[config.mk]
export PLATFORM = sky130hd
export DESIGN_NAME = fp_addsub_prestage
export DESIGN_NICKNAME = d
export VERILOG_FILES = /design/src/rtl/fp_addsub_prestage.sv
export SDC_FILE = /design/constraint.sdc
export NUM_CORES = 1
export LEC_CHECK = 0
export BUFFER_PORTS_ARGS = -buffer_cell sky130_fd_sc_hd__buf_2
export CORE_AREA = 2 2 157 159
export DETAILED_ROUTE_END_ITERATION = 8
export DIE_AREA = 0 0 159 161
export PLACE_DENSITY = 0.58
export SLEW_MARGIN = 30
export SYNTH_ARGS = -nofsm -noshare
export SYNTH_HDL_FRONTEND = slang
export SYNTH_SLANG_ARGS = --single-unit
[constraint.sdc]
create_clock -name clk -period 3.68 [get_ports clk]
set_input_delay 0.184 -clock clk [delete_from_list [all_inputs] [get_ports clk]]
set_output_delay 0.184 -clock clk [all_outputs]
set_load 0.01 [all_outputs]
[src/rtl/fp_addsub_prestage.sv]
// Two-stage FP32 add/sub operand pre-stage: capture, then zero-classify and magnitude-order.
// Optional FP_DENORM_FLUSH_EN flushes exp==0 operands to signed zero; `small` is reserved, hence small_o.
module fp_addsub_prestage #(
  parameter  int EXP_W = 8,
  parameter  int MAN_W = 23,
  localparam int W     = 1 + EXP_W + MAN_W
) (
  input  logic             clk,
  input  logic             rst_n,
  input  logic             in_valid,
  output logic             in_ready,
  input  logic [W-1:0]     inA,
  input  logic [W-1:0]     inB,
  input  logic             op,
  output logic             out_valid,
  input  logic             out_ready,
  output logic [W-1:0]     outA,
  output logic [W-1:0]     outB,
  output logic             op_o,
  output logic             zeroA,
  output logic             zeroB,
  output logic [W-1:0]     big,
  output logic [W-1:0]     small_o,
  output logic [EXP_W-1:0] exp_diff,
  output logic             eff_sub,
  output logic             swap
);

  logic             init_q, init_d;
  logic             s1_valid_q, s1_valid_d;
  logic [W-1:0]     s1_a_q, s1_a_d;
  logic [W-1:0]     s1_b_q, s1_b_d;
  logic             s1_op_q, s1_op_d;

  logic             out_valid_q, out_valid_d;
  logic [W-1:0]     out_a_q, out_a_d;
  logic [W-1:0]     out_b_q, out_b_d;
  logic             op_o_q, op_o_d;
  logic             zero_a_q, zero_a_d;
  logic             zero_b_q, zero_b_d;
  logic [W-1:0]     big_q, big_d;
  logic [W-1:0]     small_q, small_d;
  logic [EXP_W-1:0] exp_diff_q, exp_diff_d;
  logic             eff_sub_q, eff_sub_d;
  logic             swap_q, swap_d;

  logic             s2_adv;
  logic             in_ready_w;
  logic             accept;

  logic [W-1:0]     fa, fb;
  logic             za, zb;
  logic             sw;
  logic [W-1:0]     bg, sm;

  // Classification of the S1 contents feeding the S2 registers.
  always_comb begin
    fa = s1_a_q;
    fb = s1_b_q;
`ifdef FP_DENORM_FLUSH_EN
    za = (s1_a_q[W-2:MAN_W] == '0);
    zb = (s1_b_q[W-2:MAN_W] == '0);
    if (za) fa = {s1_a_q[W-1], {(W-1){1'b0}}};
    if (zb) fb = {s1_b_q[W-1], {(W-1){1'b0}}};
`else
    za = (s1_a_q[W-2:0] == '0);
    zb = (s1_b_q[W-2:0] == '0);
`endif
    sw = (fb[W-2:0] > fa[W-2:0]);
    bg = sw ? fb : fa;
    sm = sw ? fa : fb;
  end

  always_comb begin
    s2_adv     = !out_valid_q || out_ready;
    in_ready_w = init_q && (!s1_valid_q || s2_adv);
    accept     = in_valid && in_ready_w;
    init_d     = 1'b1;

    s1_a_d     = s1_a_q;
    s1_b_d     = s1_b_q;
    s1_op_d    = s1_op_q;
    s1_valid_d = s1_valid_q;
    if (accept) begin
      s1_a_d     = inA;
      s1_b_d     = inB;
      s1_op_d    = op;
      s1_valid_d = 1'b1;
    end else if (s2_adv) begin
      s1_valid_d = 1'b0;
    end

    out_valid_d = out_valid_q;
    out_a_d     = out_a_q;
    out_b_d     = out_b_q;
    op_o_d      = op_o_q;
    zero_a_d    = zero_a_q;
    zero_b_d    = zero_b_q;
    big_d       = big_q;
    small_d     = small_q;
    exp_diff_d  = exp_diff_q;
    eff_sub_d   = eff_sub_q;
    swap_d      = swap_q;
    if (s2_adv) begin
      out_valid_d = s1_valid_q;
      if (s1_valid_q) begin
        out_a_d    = fa;
        out_b_d    = fb;
        op_o_d     = s1_op_q;
        zero_a_d   = za;
        zero_b_d   = zb;
        big_d      = bg;
        small_d    = sm;
        // big.exp >= small.exp by construction, so this never wraps.
        exp_diff_d = bg[W-2:MAN_W] - sm[W-2:MAN_W];
        eff_sub_d  = s1_op_q ^ s1_a_q[W-1] ^ s1_b_q[W-1];
        swap_d     = sw;
      end
    end
  end

  always_ff @(posedge clk or negedge rst_n) begin
    if (!rst_n) begin
      init_q      <= 1'b0;
      s1_valid_q  <= 1'b0;
      s1_a_q      <= '0;
      s1_b_q      <= '0;
      s1_op_q     <= 1'b0;
      out_valid_q <= 1'b0;
      out_a_q     <= '0;
      out_b_q     <= '0;
      op_o_q      <= 1'b0;
      zero_a_q    <= 1'b0;
      zero_b_q    <= 1'b0;
      big_q       <= '0;
      small_q     <= '0;
      exp_diff_q  <= '0;
      eff_sub_q   <= 1'b0;
      swap_q      <= 1'b0;
    end else begin
      init_q      <= init_d;
      s1_valid_q  <= s1_valid_d;
      s1_a_q      <= s1_a_d;
      s1_b_q      <= s1_b_d;
      s1_op_q     <= s1_op_d;
      out_valid_q <= out_valid_d;
      out_a_q     <= out_a_d;
      out_b_q     <= out_b_d;
      op_o_q      <= op_o_d;
      zero_a_q    <= zero_a_d;
      zero_b_q    <= zero_b_d;
      big_q       <= big_d;
      small_q     <= small_d;
      exp_diff_q  <= exp_diff_d;
      eff_sub_q   <= eff_sub_d;
      swap_q      <= swap_d;
    end
  end

  assign in_ready  = in_ready_w;
  assign out_valid = out_valid_q;
  assign outA      = out_a_q;
  assign outB      = out_b_q;
  assign op_o      = op_o_q;
  assign zeroA     = zero_a_q;
  assign zeroB     = zero_b_q;
  assign big       = big_q;
  assign small_o   = small_q;
  assign exp_diff  = exp_diff_q;
  assign eff_sub   = eff_sub_q;
  assign swap      = swap_q;

endmodule
* Word-level counts from Yosys, hierarchy flattened *
Index checks and enable logic that the tools add are counted.

word-level totals
  flip-flop bits (word level) = 209
  bits of input ports = 69
  logic and storage cells = 34

operators by class
  add/subtract/negate cells = 1
  magnitude comparators = 1
  multiplexer cells = 4
  bitwise logic cells = 2
  reductions and logical operators = 10

operators by type and width
  cell                 number
  $mux W32             2
  $logic_not A31 Y1    2
  $gt A31 B31 Y1       1
  $sub A8 B8 Y8        1
  $logic_and A1 B1 Y1  2
  $logic_not A1 Y1     2
  $logic_or A1 B1 Y1   2
  $mux W1              2
  $reduce_and A2 Y1    1
  $reduce_bool A2 Y1   1
  $xor A1 B1 Y1        2

* Longest topological paths before layout *
Gate-level depths: netlist of run 1.

  word-level depth = 6
  mapped depth = 14
  gate-level depth less buffers = 11

* Least setup slack after synthesis of run 1 *
OpenSTA, ideal clock, no wires.

  path kind = reg-to-reg
  start point = reg s1_a_q[24], in the netlist fa[24]
  end point = reg exp_diff_q[7], in the netlist exp_diff[7]
  library setup time = 126 ps
  arrival time = 3124 ps
  required time = 3554 ps
  setup slack = 430 ps
  stages on the path, launching flop included = 14
  cells stage by stage = dfrtp_1 -> inv_1 -> ha_1 -> a211oi_1 -> o21bai_1 -> a222oi_1 -> nand4_2 -> and2_4 -> buf_6 -> a311o_1 -> and4_1 -> clkbuf_2 -> o2111a_1 -> a221o_1

between the ends
  word-level cells in the longest chain between the ends = 3
  elaborated cells on any way between the ends = 4
  those cells by class = add/sub (1); order compare (1); mux (2)

RTL lines
  item                         RTL line  text
  start: declaration           31        logic [W-1:0] s1_a_q, s1_a_d;
  start signal: assignment     126       s1_a_q <= '0;
  start signal: assignment     143       s1_a_q <= s1_a_d;
  $gt A31 B31 Y1               69        sw = (fb[W-2:0] > fa[W-2:0]);
  $mux W32 (on tied branches)  70, 71
  $sub A8 B8 Y8 (*)            115       exp_diff_d = bg[W-2:MAN_W] - sm[W-2:MAN_W];
  end signal: assignment       154       exp_diff_q <= exp_diff_d;
  end: declaration             43        logic [EXP_W-1:0] exp_diff_q, exp_diff_d;

Mark *: on every way between the ends. The rest lies on a longest branch, timed or not.
A chain may end at the register's enable or synchronous reset.

* Worst setup path in the final report of run 1 *
  start point = reg s1_b_q[28], in the netlist fb[28]
  end point = reg exp_diff_q[6], in the netlist exp_diff[6]

between the ends
  word-level cells in the longest chain between the ends = 3
  elaborated cells on any way between the ends = 4
  those cells by class = add/sub (1); order compare (1); mux (2)

RTL lines
  item                         RTL line  text
  start: declaration           32        logic [W-1:0] s1_b_q, s1_b_d;
  start signal: assignment     127       s1_b_q <= '0;
  start signal: assignment     144       s1_b_q <= s1_b_d;
  $gt A31 B31 Y1               69
  $mux W32 (on tied branches)  70, 71
  $sub A8 B8 Y8 (*)            115

Marked as above.

==> results of run 1 <==
## flip-flops by register name, indices dropped and copies added (netlist names)
register / count
big: 32
fa: 32
fb: 32
outA: 32
outB: 32
small_o: 32
exp_diff: 8
eff_sub: 1
init_q: 1
op_o: 1
out_valid: 1
s1_op_q: 1
s1_valid_q: 1
swap: 1
zeroA: 1
zeroB: 1
## routing by layer
metal  GRT usage  vias up  wire, um  part of all wire
li1            -     3763         -                 -
met1      0.2912     3701     12440              0.46
met2      0.3593      179     13040              0.48
met3     0.03698       31      1333             0.049
met4     0.04752        0       447             0.016
met5           0        -         0                 0
## worst paths after layout
kind                            slack, ps     endpoint  cells past startpoint     start
worst max-delay path                  270  exp_diff[6]                     10    fb[28]
worst max register to register        270  exp_diff[6]                     10    fb[28]
max in group asynchronous            2330  small_o[25]                      3     rst_n
worst min register to register        460     outA[31]                      2  outA[31]
worst min-delay path                  270     outB[10]                      2     rst_n
min in group clk                      390   s1_valid_q                      3  in_valid
## critical path, stage by stage, from the launching register on
cell       delay [ps]
dfrtp_1           460
ha_1              410
a21oi_1           150
o21ai_0           220
a2111oi_2         420
nand4_2           240
and2_4            260
a31oi_2           340
a2111oi_4         160
o2111a_1          250
or3_1             360
## report_power, final
group,internal [mW],switching [mW]
Sequential,2.97,0.514
Combinational,1.24,1.68
Clock,1.44,0.937
Total,5.65,3.13
## cells in the final DEF, fill, tap and decap left out, types with 2 or more instances in the layout
cell | netlist | routed
clkbuf_1 | 44 | 9
o31ai_1 | 4 | 4
mux2_2 | 65 | 65
buf_12 | 0 | 3
mux2i_1 | 35 | 35
nand2b_1 | 5 | 5
nand4_1 | 11 | 11
buf_4 | 0 | 14
xnor2_1 | 4 | 4
and2_4 | 2 | 2
inv_1 | 34 | 34
ha_1 | 31 | 31
dfrtp_1 | 209 | 209
clkbuf_8 | 0 | 3
nand3_1 | 3 | 3
nor3_1 | 3 | 3
o21a_1 | 3 | 3
a21oi_1 | 45 | 45
bufinv_16 | 0 | 2
o2111a_1 | 3 | 3
xor2_1 | 2 | 2
a31oi_1 | 4 | 3
o21ai_0 | 110 | 110
a211oi_1 | 5 | 4
buf_2 | 5 | 210
a221o_1 | 3 | 3
nor4_1 | 17 | 16
nand2_8 | 0 | 2
nand3b_1 | 3 | 3
nand2_1 | 222 | 220
nor2_1 | 39 | 39
clkbuf_16 | 0 | 25
dlygate4sd3_1 | 0 | 67
## per-stage QoR
stage | setup slack [ps] | area, sq um | instances | util | hold slack (ps)
finish | 271.8 | 12420 | 1543 | 0.5182 | 269.5
floorplan | 429.7 | 9479 | 934 | - | -111.6
global route | 27.32 | 12420 | 1543 | 0.5182 | 355.3
detailed placement | 167.4 | 10920 | 1433 | 0.4558 | 276.8
CTS | 155.0 | 12370 | 1541 | 0.5161 | 326.0
global placement | 250.7 | 10910 | 1433 | 0.4555 | 283.8
## what timing repair did
action	CTS	global route
resized for setup	0	4
hold buffers	67	0
endpoints found under the setup margin	0	1
buffers inserted	0	1
hold endpoints to repair	163	0
## cell type report
cell class	count	area, sq um	area share
Antenna cell	1	2.502	0.0002015
Clock buffer	37	700.7	0.05643
Sequential cell	209	5230	0.4212
Tap cell	324	405.4	0.03265
Multi-Input combinational cell	639	3975	0.3201
Clock inverter	4	73.82	0.005945
Inverter	34	127.6	0.01028
Timing Repair Buffer	295	1902	0.1532
## logic make-up after synthesis
kind of cell / after synthesis / synth area share
AND/OR/NAND/NOR: 314 / 0.1402
flip-flops: 209 / 0.5517
AO/OA/AOI/OAI: 187 / 0.1114
multiplexers: 100 / 0.1142
buffers and inverters: 86 / 0.03564
adder cells (fa/ha/maj): 31 / 0.04092
XOR/XNOR: 6 / 0.005544
other: 1 / 0.0003956
==> metrics.md, run 1 <==
| Metric | Value |
|---|---|
| Yosys cell types | `47` |
| Peak VDD IR | `~0.35 mV` |
| # Max-Cap Violations | `0` |
| Gr ovfl total | `0` |
| Max Clk Rate | `0.2934 GHz` |
| CTS Buf Count | `24` |
| Tmin final | `around 3400 ps` |
| Min-Delay Path Class | `primary input to asynchronous set/reset pin` |
| PortBufs | `211` |
| GRT Total Usage | `0.2134` |
| Slew HR | `0.3746` |
| Clk_lat worst skew | `510 ps` |
| RSZ-0062 raised after global routing | `false` |
| Top_reg_cell synth | `dfrtp_1` |
| Crit path launch type | `flip-flop` |
| Yosys warning count | `0` |
| Routed WL | `27260 um` |
| DRC errors left | `0` |
| Cell Pwr Density | `~710 nW/um^2` |
| Power, Total | `around 8.8 mW` |
| Vias in the first global route | `7734` |
| Syn nets | `1034` |
| Area growth from synthesis to final layout | `30.99%` |
| Clock Skew | `~11 ps` |
| Final ANT Viol Nets | `0` |
| Syn Area/Cell | `10.15 sq um` |
| # fillers | `between 2000 and 2500` |
| Die W | `159 um` |
| CTS H-tree depth | `1` |
| Setup crit end kind | `flip-flop` |
| Die area | `25600 sq um` |
| Crit path DAT | `3790 ps` |
| Final Hold Vio Count | `0` |
| Starting Density | `0.3956` |
| CTS tree | `built` |
| Layout cells sized above 1 | `0.2783` |
| Clock buffer depth | `3` |
| Drt pass-1 iters | `5` |
| Synth top area cells | `dfrtp_1 55%, nand2_1 8.8%, mux2_2 7.7%, o21ai_0 5.8%, ha_1 4.1%` |
| Initial DRC count | `448` |
| Final-report max-slew violation count | `0` |
| Setup_tns | `0 ps` |
| Clk root buf | `clkbuf_16` |
| Clk sinks | `around 210` |
| Wire per inst | `17.67 um` |
| Clock transition at path regs | `60 ps` |
| Placer Congestion | `0.8819` |
| WP data required | `4060 ps` |
| Net count reported at finish | `1303` |
| Synth top area share | `0.5517` |
| Status | `complete, no violations` |
| Worst Path Max Fanout | `14` |
| Vias | `7674` |
| Sequential area share after synthesis | `0.5517` |
| P_leak | `6.075 nW` |
| Initial antenna violation count | `1` |
| Yosys top cell by area | `dfrtp_1` |
| I/O pin total | `212` |
| Async set-or-reset flop fraction in the synthesized netlist | `1.000` |
| Actual slew at the worst max-slew pin | `~940 ps` |
| Routed vias/inst | `4.973` |
| Die H | `161 um` |
| Top cells by count, synth | `222 x nand2_1, 209 x dfrtp_1, 110 x o21ai_0, 65 x mux2_2, 45 x a21oi_1` |
| Largest net degree at the start of global routing | `100` |
| Synth Register Bits | `209` |
| Total core area | `23960 sq um` |
| Most frequent cell after synthesis | `nand2_1` |
| Post-synth EDFFs | `0` |
| Tcrit/Tclk final | `0.9261` |
| Syn Inst Count | `934` |
| First-pass GRT wire length | `43570 um` |
| Kind of critical path | `flip-flop to flip-flop` |
| Rows | `57` |
| Dpl hpwl | `between 15000 and 20000 um` |
| Cell area after synthesis | `9479 sq um` |
| Final Setup Violations | `0` |
Note: power is estimated with default switching activity, not from simulation.
==> run 2, diff against run 1 <==
Settings changed: PLACE_DENSITY 0.58 to 0.63.
==> run 2 against run 1 <==
  * Fmax is 4.0% lower
  * Global-route usage is 0.34 points lower
  * Flip-flop and latch count stayed put
  * Cell count is 0.19% lower
  * Setup slack worse by 140 ps
  * Critical path depth is 2 higher
  * Total power is 1.3% lower
  * Hold slack worse by 12 ps
  * Sequential share of layout area is 0.15 points higher
  * Non-clock buffer count is 1 higher
  * Critical endpoint unchanged
  * Utilization is 0.18 points lower
==> metrics.md, run 2 (synthesis results as in run 1) <==
| Metric | Value |
|---|---|
| # Max-Cap Violations | `0 (unchanged)` |
| Clk_lat worst skew | `520 ps (about the same)` |
| Gr ovfl total | `0 (unchanged)` |
| Vias | `7742 (+0.89%)` |
| Slew HR | `0.3421 (-0.03252)` |
| Clk sinks | `209 (unchanged)` |
| Crit path DAT | `3940 ps (+150 ps)` |
| Min-Delay Path Class | `primary input to asynchronous set/reset pin` |
| Die H | `161 um (unchanged)` |
| Final Hold Vio Count | `0 (unchanged)` |
| Antenna fix cells | `0 (-1)` |
| Wire per inst | `17.60 um (-0.41%)` |
| CTS H-tree depth | `1 (unchanged)` |
| Final Setup Violations | `0 (unchanged)` |
| Clock Skew | `12.58 ps (+1.155 ps)` |
| FF-to-FF path depth | `12 (+2)` |
| Die area | `25600 sq um (unchanged)` |
| Status | `complete, no violations` |
| Vias in the first global route | `7597 (-1.8%)` |
| PortBufs | `211 (unchanged)` |
| Actual slew at the worst max-slew pin | `986.9 ps (+48.78 ps)` |
| Final Hold Slack | `257.2 ps (-12.30 ps)` |
| Kind of critical path | `flip-flop to flip-flop` |
| Crit path launch type | `flip-flop` |
| Initial DRC count | `522 (+17%)` |
| Clk root buf | `clkbuf_16` |
| Die W | `159 um (unchanged)` |
| Peak VDD IR | `0.3904 mV (+11%)` |
| Setup crit end kind | `flip-flop` |
| Clock buffer depth | `3 (unchanged)` |
| Tcrit/Tclk final | `0.9648 (+0.03868)` |
| CTS tree | `built` |
| Total core area | `23960 sq um (unchanged)` |
| Worst r2r src | `fa[29]` |
| Initial antenna violation count | `0 (-1)` |
| Largest net degree at the start of global routing | `96 (-4.0%)` |
| Leading cell types in the layout, fill and taps excluded | `220 x nand2_1, 210 x buf_2, 208 x dfrtp_1` |
| Max Clk Rate | `0.2817 GHz (-4.0%)` |
| Drt pass-1 iters | `5 (unchanged)` |
| Crit path launch | `fa[29]` |
| Starting Density | `0.3956 (unchanged)` |
| Tmin final | `3550 ps (+142.3 ps)` |
| Clock transition at path regs | `60 ps (about the same)` |
| Layout cells sized above 1 | `0.2813 (+0.002925)` |
| First-pass GRT wire length | `42950 um (-1.4%)` |
| Placer Congestion | `0.8874 (+0.62%)` |
| Net count reported at finish | `1305 (+0.15%)` |
| CTS Buf Count | `24 (unchanged)` |
| Cell Pwr Density | `700.3 nW/um^2 (-1.0%)` |
| RSZ-0062 raised after global routing | `false` |
| Routed vias/inst | `5.027 (+1.1%)` |
| Rows | `57 (unchanged)` |
| Design Area, Final | `12370 sq um (-0.34%)` |
| Area growth from synthesis to final layout | `30.54%` |
| P_leak | `6.054 nW (-0.35%)` |
| Setup_tns | `0 ps (unchanged)` |
| I/O pin total | `212 (unchanged)` |
| Final-report max-slew violation count | `0 (unchanged)` |
| Dpl hpwl | `18530 um (-1.5%)` |
| Worst Path Max Fanout | `7 (-7)` |
| GRT Total Usage | `0.2100 (-0.003424)` |
| Placement Cell Area | `10920 sq um (about the same)` |
| WP data required | `4070 ps (about the same)` |
| Routed WL | `27100 um (-0.61%)` |
| Commonest non-fill, non-tap cell in the layout | `nand2_1` |
| DRC errors left | `0 (unchanged)` |
| Final ANT Viol Nets | `0 (unchanged)` |
-- run 2: what timing repair did --
action | CTS | global route
gates resized for setup | 0 | 8
setup endpoints to repair | 0 | 26
hold endpoints to repair | 159 | 0
hold buffers | 67 | 0
buffers inserted | 0 | 3
-- run 2: report_power, final --
part / switching [mW] / internal, mW
clock network: 0.911 / 1.30
logic: 1.69 / 1.25
registers: 0.527 / 2.98
-- run 2: worst paths after layout --
check                              end  slack (ps)
max reg2reg                exp_diff[6]         130
min reg2reg                   outB[27]         470
max                        exp_diff[6]         130
min                               op_o         260
min in group clk            s1_valid_q         370
max in group asynchronous       big[4]        2390
-- run 2: worst max-delay path, cell delays in order (launching register included) --
cell	delay, ps
dfrtp_2	430
inv_1	120
ha_1	410
and3_4	230
and2_4	170
a222oi_1	330
nand4_2	270
buf_4	220
a211o_1	260
a21oi_1	250
a2111oi_4	100
o2111a_1	260
or3_1	370
-- run 2: per-stage QoR --
stage                     power, mW  utilization  setup slack [ps]  cells
after floorplan               5.145            -             429.7    934
after global placement        6.326       0.4551             21.16   1432
after detailed placement      6.375       0.4555             61.57   1432
after CTS                     8.674       0.5134             41.58   1536
after global routing          9.238       0.5164             8.452   1540
final                         8.666       0.5164             129.5   1540
-- run 2: cell type report --
class / count / area [sq um]
fill: 2200 / 11590
sequential: 209 / 5231
multi-input combinational: 640 / 3985
timing repair buffer: 296 / 1909
clock buffer: 35 / 703.2
tap: 324 / 405.4
inverter: 34 / 127.6
clock inverter: 2 / 12.51
-- run 2: per-layer routing --
| metal | wire length (um) | up-vias | share of wire | global-route usage |
|---|---|---|---|---|
| met5 | 0 | - | 0 | 0 |
| met4 | 582 | 0 | 0.021 | 0.05207 |
| met3 | 1414 | 38 | 0.052 | 0.03570 |
| met2 | 12790 | 242 | 0.47 | 0.3457 |
| met1 | 12310 | 3707 | 0.45 | 0.2915 |
| li1 | - | 3755 | - | - |
==> run 3, diff against run 2 <==
Settings changed: BUFFER_PORTS_ARGS -buffer_cell sky130_fd_sc_hd__buf_2 to unset, DONT_BUFFER_PORTS set to 1, PLACE_DENSITY 0.63 to 0.55.
==> run 3 against run 2 <==
  * The flow now finishes with violations (negative hold slack)
  * Cell count shrank 13%
  * Largest power group unchanged
  * Flip-flop and latch count is the same
  * Sequential power rose by 11%
  * Clock skew grew 0.97 ps
  * Critical path type unchanged
  * Count of clock-buffer cells in the layout rose by 3
  * Via count is 10% lower
  * Non-clock buffer count down 211
  * Fmax grew 3.9%
  * Total power fell by 3.2%
  * Clock power up 15%
  * Sequential share of layout area increased by 3.6 points
  * Wire length is 3.0% lower
==> metrics.md, run 3 (synthesis results as in run 1) <==
| Metric | Value |
|---|---|
| Clk sinks | `209 (unchanged)` |
| Clk_lat worst skew | `520 ps (about the same)` |
| # Max-Cap Violations | `0 (unchanged)` |
| Crit path DAT | `3810 ps (-130 ps)` |
| Routed vias/inst | `5.186 (+3.2%)` |
| Routed WL | `26280 um (-3.0%)` |
| Design Area, Final | `11410 sq um (-7.8%)` |
| Drt pass-1 iters | `5 (unchanged)` |
| Initial DRC count | `545 (+4.4%)` |
| Final Non-Filler Cells | `1338 (-13%)` |
| Net count reported at finish | `1093 (-16%)` |
| Kind of critical path | `flip-flop to flip-flop` |
| Cell Pwr Density | `735.3 nW/um^2 (+5.0%)` |
| Setup crit end kind | `flip-flop` |
| Vias in the first global route | `7012 (-7.7%)` |
| Worst Path Max Fanout | `22 (+15)` |
| CTS tree | `built` |
| Largest net degree at the start of global routing | `210 (+120%)` |
| Clock Skew | `13.55 ps (+0.9704 ps)` |
| Initial antenna violation count | `3 (+3)` |
| PortBufs | `0 (-100%)` |
| Placed cells | `1223 (-15%)` |
| Clock transition at path regs | `60 ps (about the same)` |
| GRT Total Usage | `0.2055 (-0.004550)` |
| Starting Density | `0.3956 (unchanged)` |
| Area of the multi-input gates | `3955 sq um (-0.75%)` |
| Rows | `57 (unchanged)` |
| # fillers | `2279 (+3.6%)` |
| Leading cell types in the layout, fill and taps excluded | `220 x nand2_1, 209 x dfrtp_1, 110 x o21ai_0` |
| Status | `finished with violations` |
| Tcrit/Tclk final | `0.9288 (-0.03602)` |
| CP peak stage delay | `400 ps (-30 ps)` |
| Final-report max-slew violation count | `0 (unchanged)` |
| Final Hold Slack | `-618.5 ps (-875.7 ps)` |
| Slowest cell on crit path | `dfrtp_1` |
| Layout cells sized above 1 | `0.1325 (-0.1487)` |
| CTS Hold Bufs | `66 (-1.5%)` |
| Die W | `159 um (unchanged)` |
| Final Hold Vio Count | `209 (+209)` |
| Max Clk Rate | `0.2926 GHz (+3.9%)` |
| Final Setup Violations | `0 (unchanged)` |
| CTS Buf Count | `24 (unchanged)` |
| P_leak | `5.203 nW (-14%)` |
| Placer Congestion | `0.8832 (-0.47%)` |
| Final ANT Viol Nets | `0 (unchanged)` |
| Tmin final | `3418 ps (-132.5 ps)` |
| Commonest non-fill, non-tap cell in the layout | `nand2_1` |
| Area growth from synthesis to final layout | `20.33%` |
| Dpl hpwl | `17980 um (-3.0%)` |
| Placement Cell Area | `9852 sq um (-9.7%)` |
| CTS H-tree depth | `1 (unchanged)` |
| Peak VDD IR | `0.3353 mV (-14%)` |
| Die area | `25600 sq um (unchanged)` |
| WP data required | `4070 ps (about the same)` |
| Vias | `6939 (-10%)` |
| Failing checks | `negative hold slack` |
| I/O pin total | `212 (unchanged)` |
| Die H | `161 um (unchanged)` |
| Worst path cell trace | `inv_1 > ha_1 > a21oi_1 > o21ai_0 > a2111oi_2 > nand4_2 > and2_4 > a311o_1 > and4_1 > o2111a_1 > a221o_1` |
| Clock buffer depth | `3 (unchanged)` |
| Register area | `5230 sq um (about the same)` |
| Actual slew at the worst max-slew pin | `957.0 ps (-29.82 ps)` |
| Slew HR | `0.3620 (+0.01988)` |
| DRC errors left | `0 (unchanged)` |
| Wire per inst | `19.64 um (+12%)` |
| Clk root buf | `clkbuf_16` |
| Min-Delay Path Class | `primary input to asynchronous set/reset pin` |
| Total core area | `23960 sq um (unchanged)` |
| Gr ovfl total | `0 (unchanged)` |
| Crit path launch type | `flip-flop` |
| First-pass GRT wire length | `41720 um (-2.9%)` |
## run 3: cell count changes in the layout (fill, tap and decap cells not counted), sizes merged, moves of 3 or more
cell,before,now
buf,229,19
bufinv,0,3
clkbuf,35,38
diode,0,3
## run 3: final timing paths
| path | from | end | slack (ps) | cells after the start |
|---|---|---|---|---|
| max in group asynchronous | rst_n | outB[4] | 3730 | 0 |
| min in group clk | in_valid | s1_valid_q | 190 | 2 |
| setup reg to reg | fa[28] | exp_diff[7] | 260 | 11 |
| hold / removal | rst_n | op_o | -620 | 0 |
| setup / recovery | fa[28] | exp_diff[7] | 260 | 11 |
| hold reg to reg | s1_op_q | op_o | 530 | 2 |
## run 3: routing by layer
| metal | vias to the layer above | share of wire | track usage |
|---|---|---|---|
| met5 | - | 0 | 0 |
| met4 | 0 | 0.018 | 0.05289 |
| met3 | 30 | 0.067 | 0.05059 |
| met2 | 189 | 0.48 | 0.3375 |
| met1 | 3390 | 0.43 | 0.2746 |
| li1 | 3330 | - | - |
## run 3: critical path: cells and delay by family, from the launching register on
family                     cells  cell delay (ps)
AOI/OAI and AO/OA              6             1630
and+or+nand+nor                3              770
DFF                            1              400
adders and majority gates      1              390
buffers and inverters          1              100
## run 3: repair_timing
item / in CTS / in global routing
hold endpoints to repair: 276 / 209
gates resized for setup: 0 / 2
buffers inserted: 0 / 2
setup endpoints to repair: 0 / 5
## run 3: area by class of cell
class	count	share of cell area
inverters	34	0.01119
flip-flops and latches	209	0.4585
well taps	324	0.03554
diodes	3	0.0006582
clock inverters	6	0.009434
multi-input cells	639	0.3468
clock buffers	38	0.06527
repair buffers	85	0.07262
## run 3: through the flow
stage | setup WS (ps) | utilization | setup TNS, ps | total power [mW]
2_1_floorplan | 429.7 | - | 0 | 5.145
5_1_grt | -5.378 | 0.4760 | -5.378 | 8.941
6_report | 262.1 | 0.4760 | 0 | 8.387
3_3_place_gp | 256.1 | 0.4108 | 0 | 5.805
4_1_cts | 201.8 | 0.4743 | 0 | 8.466
3_5_place_dp | 220.7 | 0.4111 | 0 | 5.826
## run 3: power breakdown
group	total [mW]	internal, mW	switching [mW]
sequential	3.88	2.98	0.900
clock	2.54	1.59	0.945
combinational	1.98	0.848	1.13
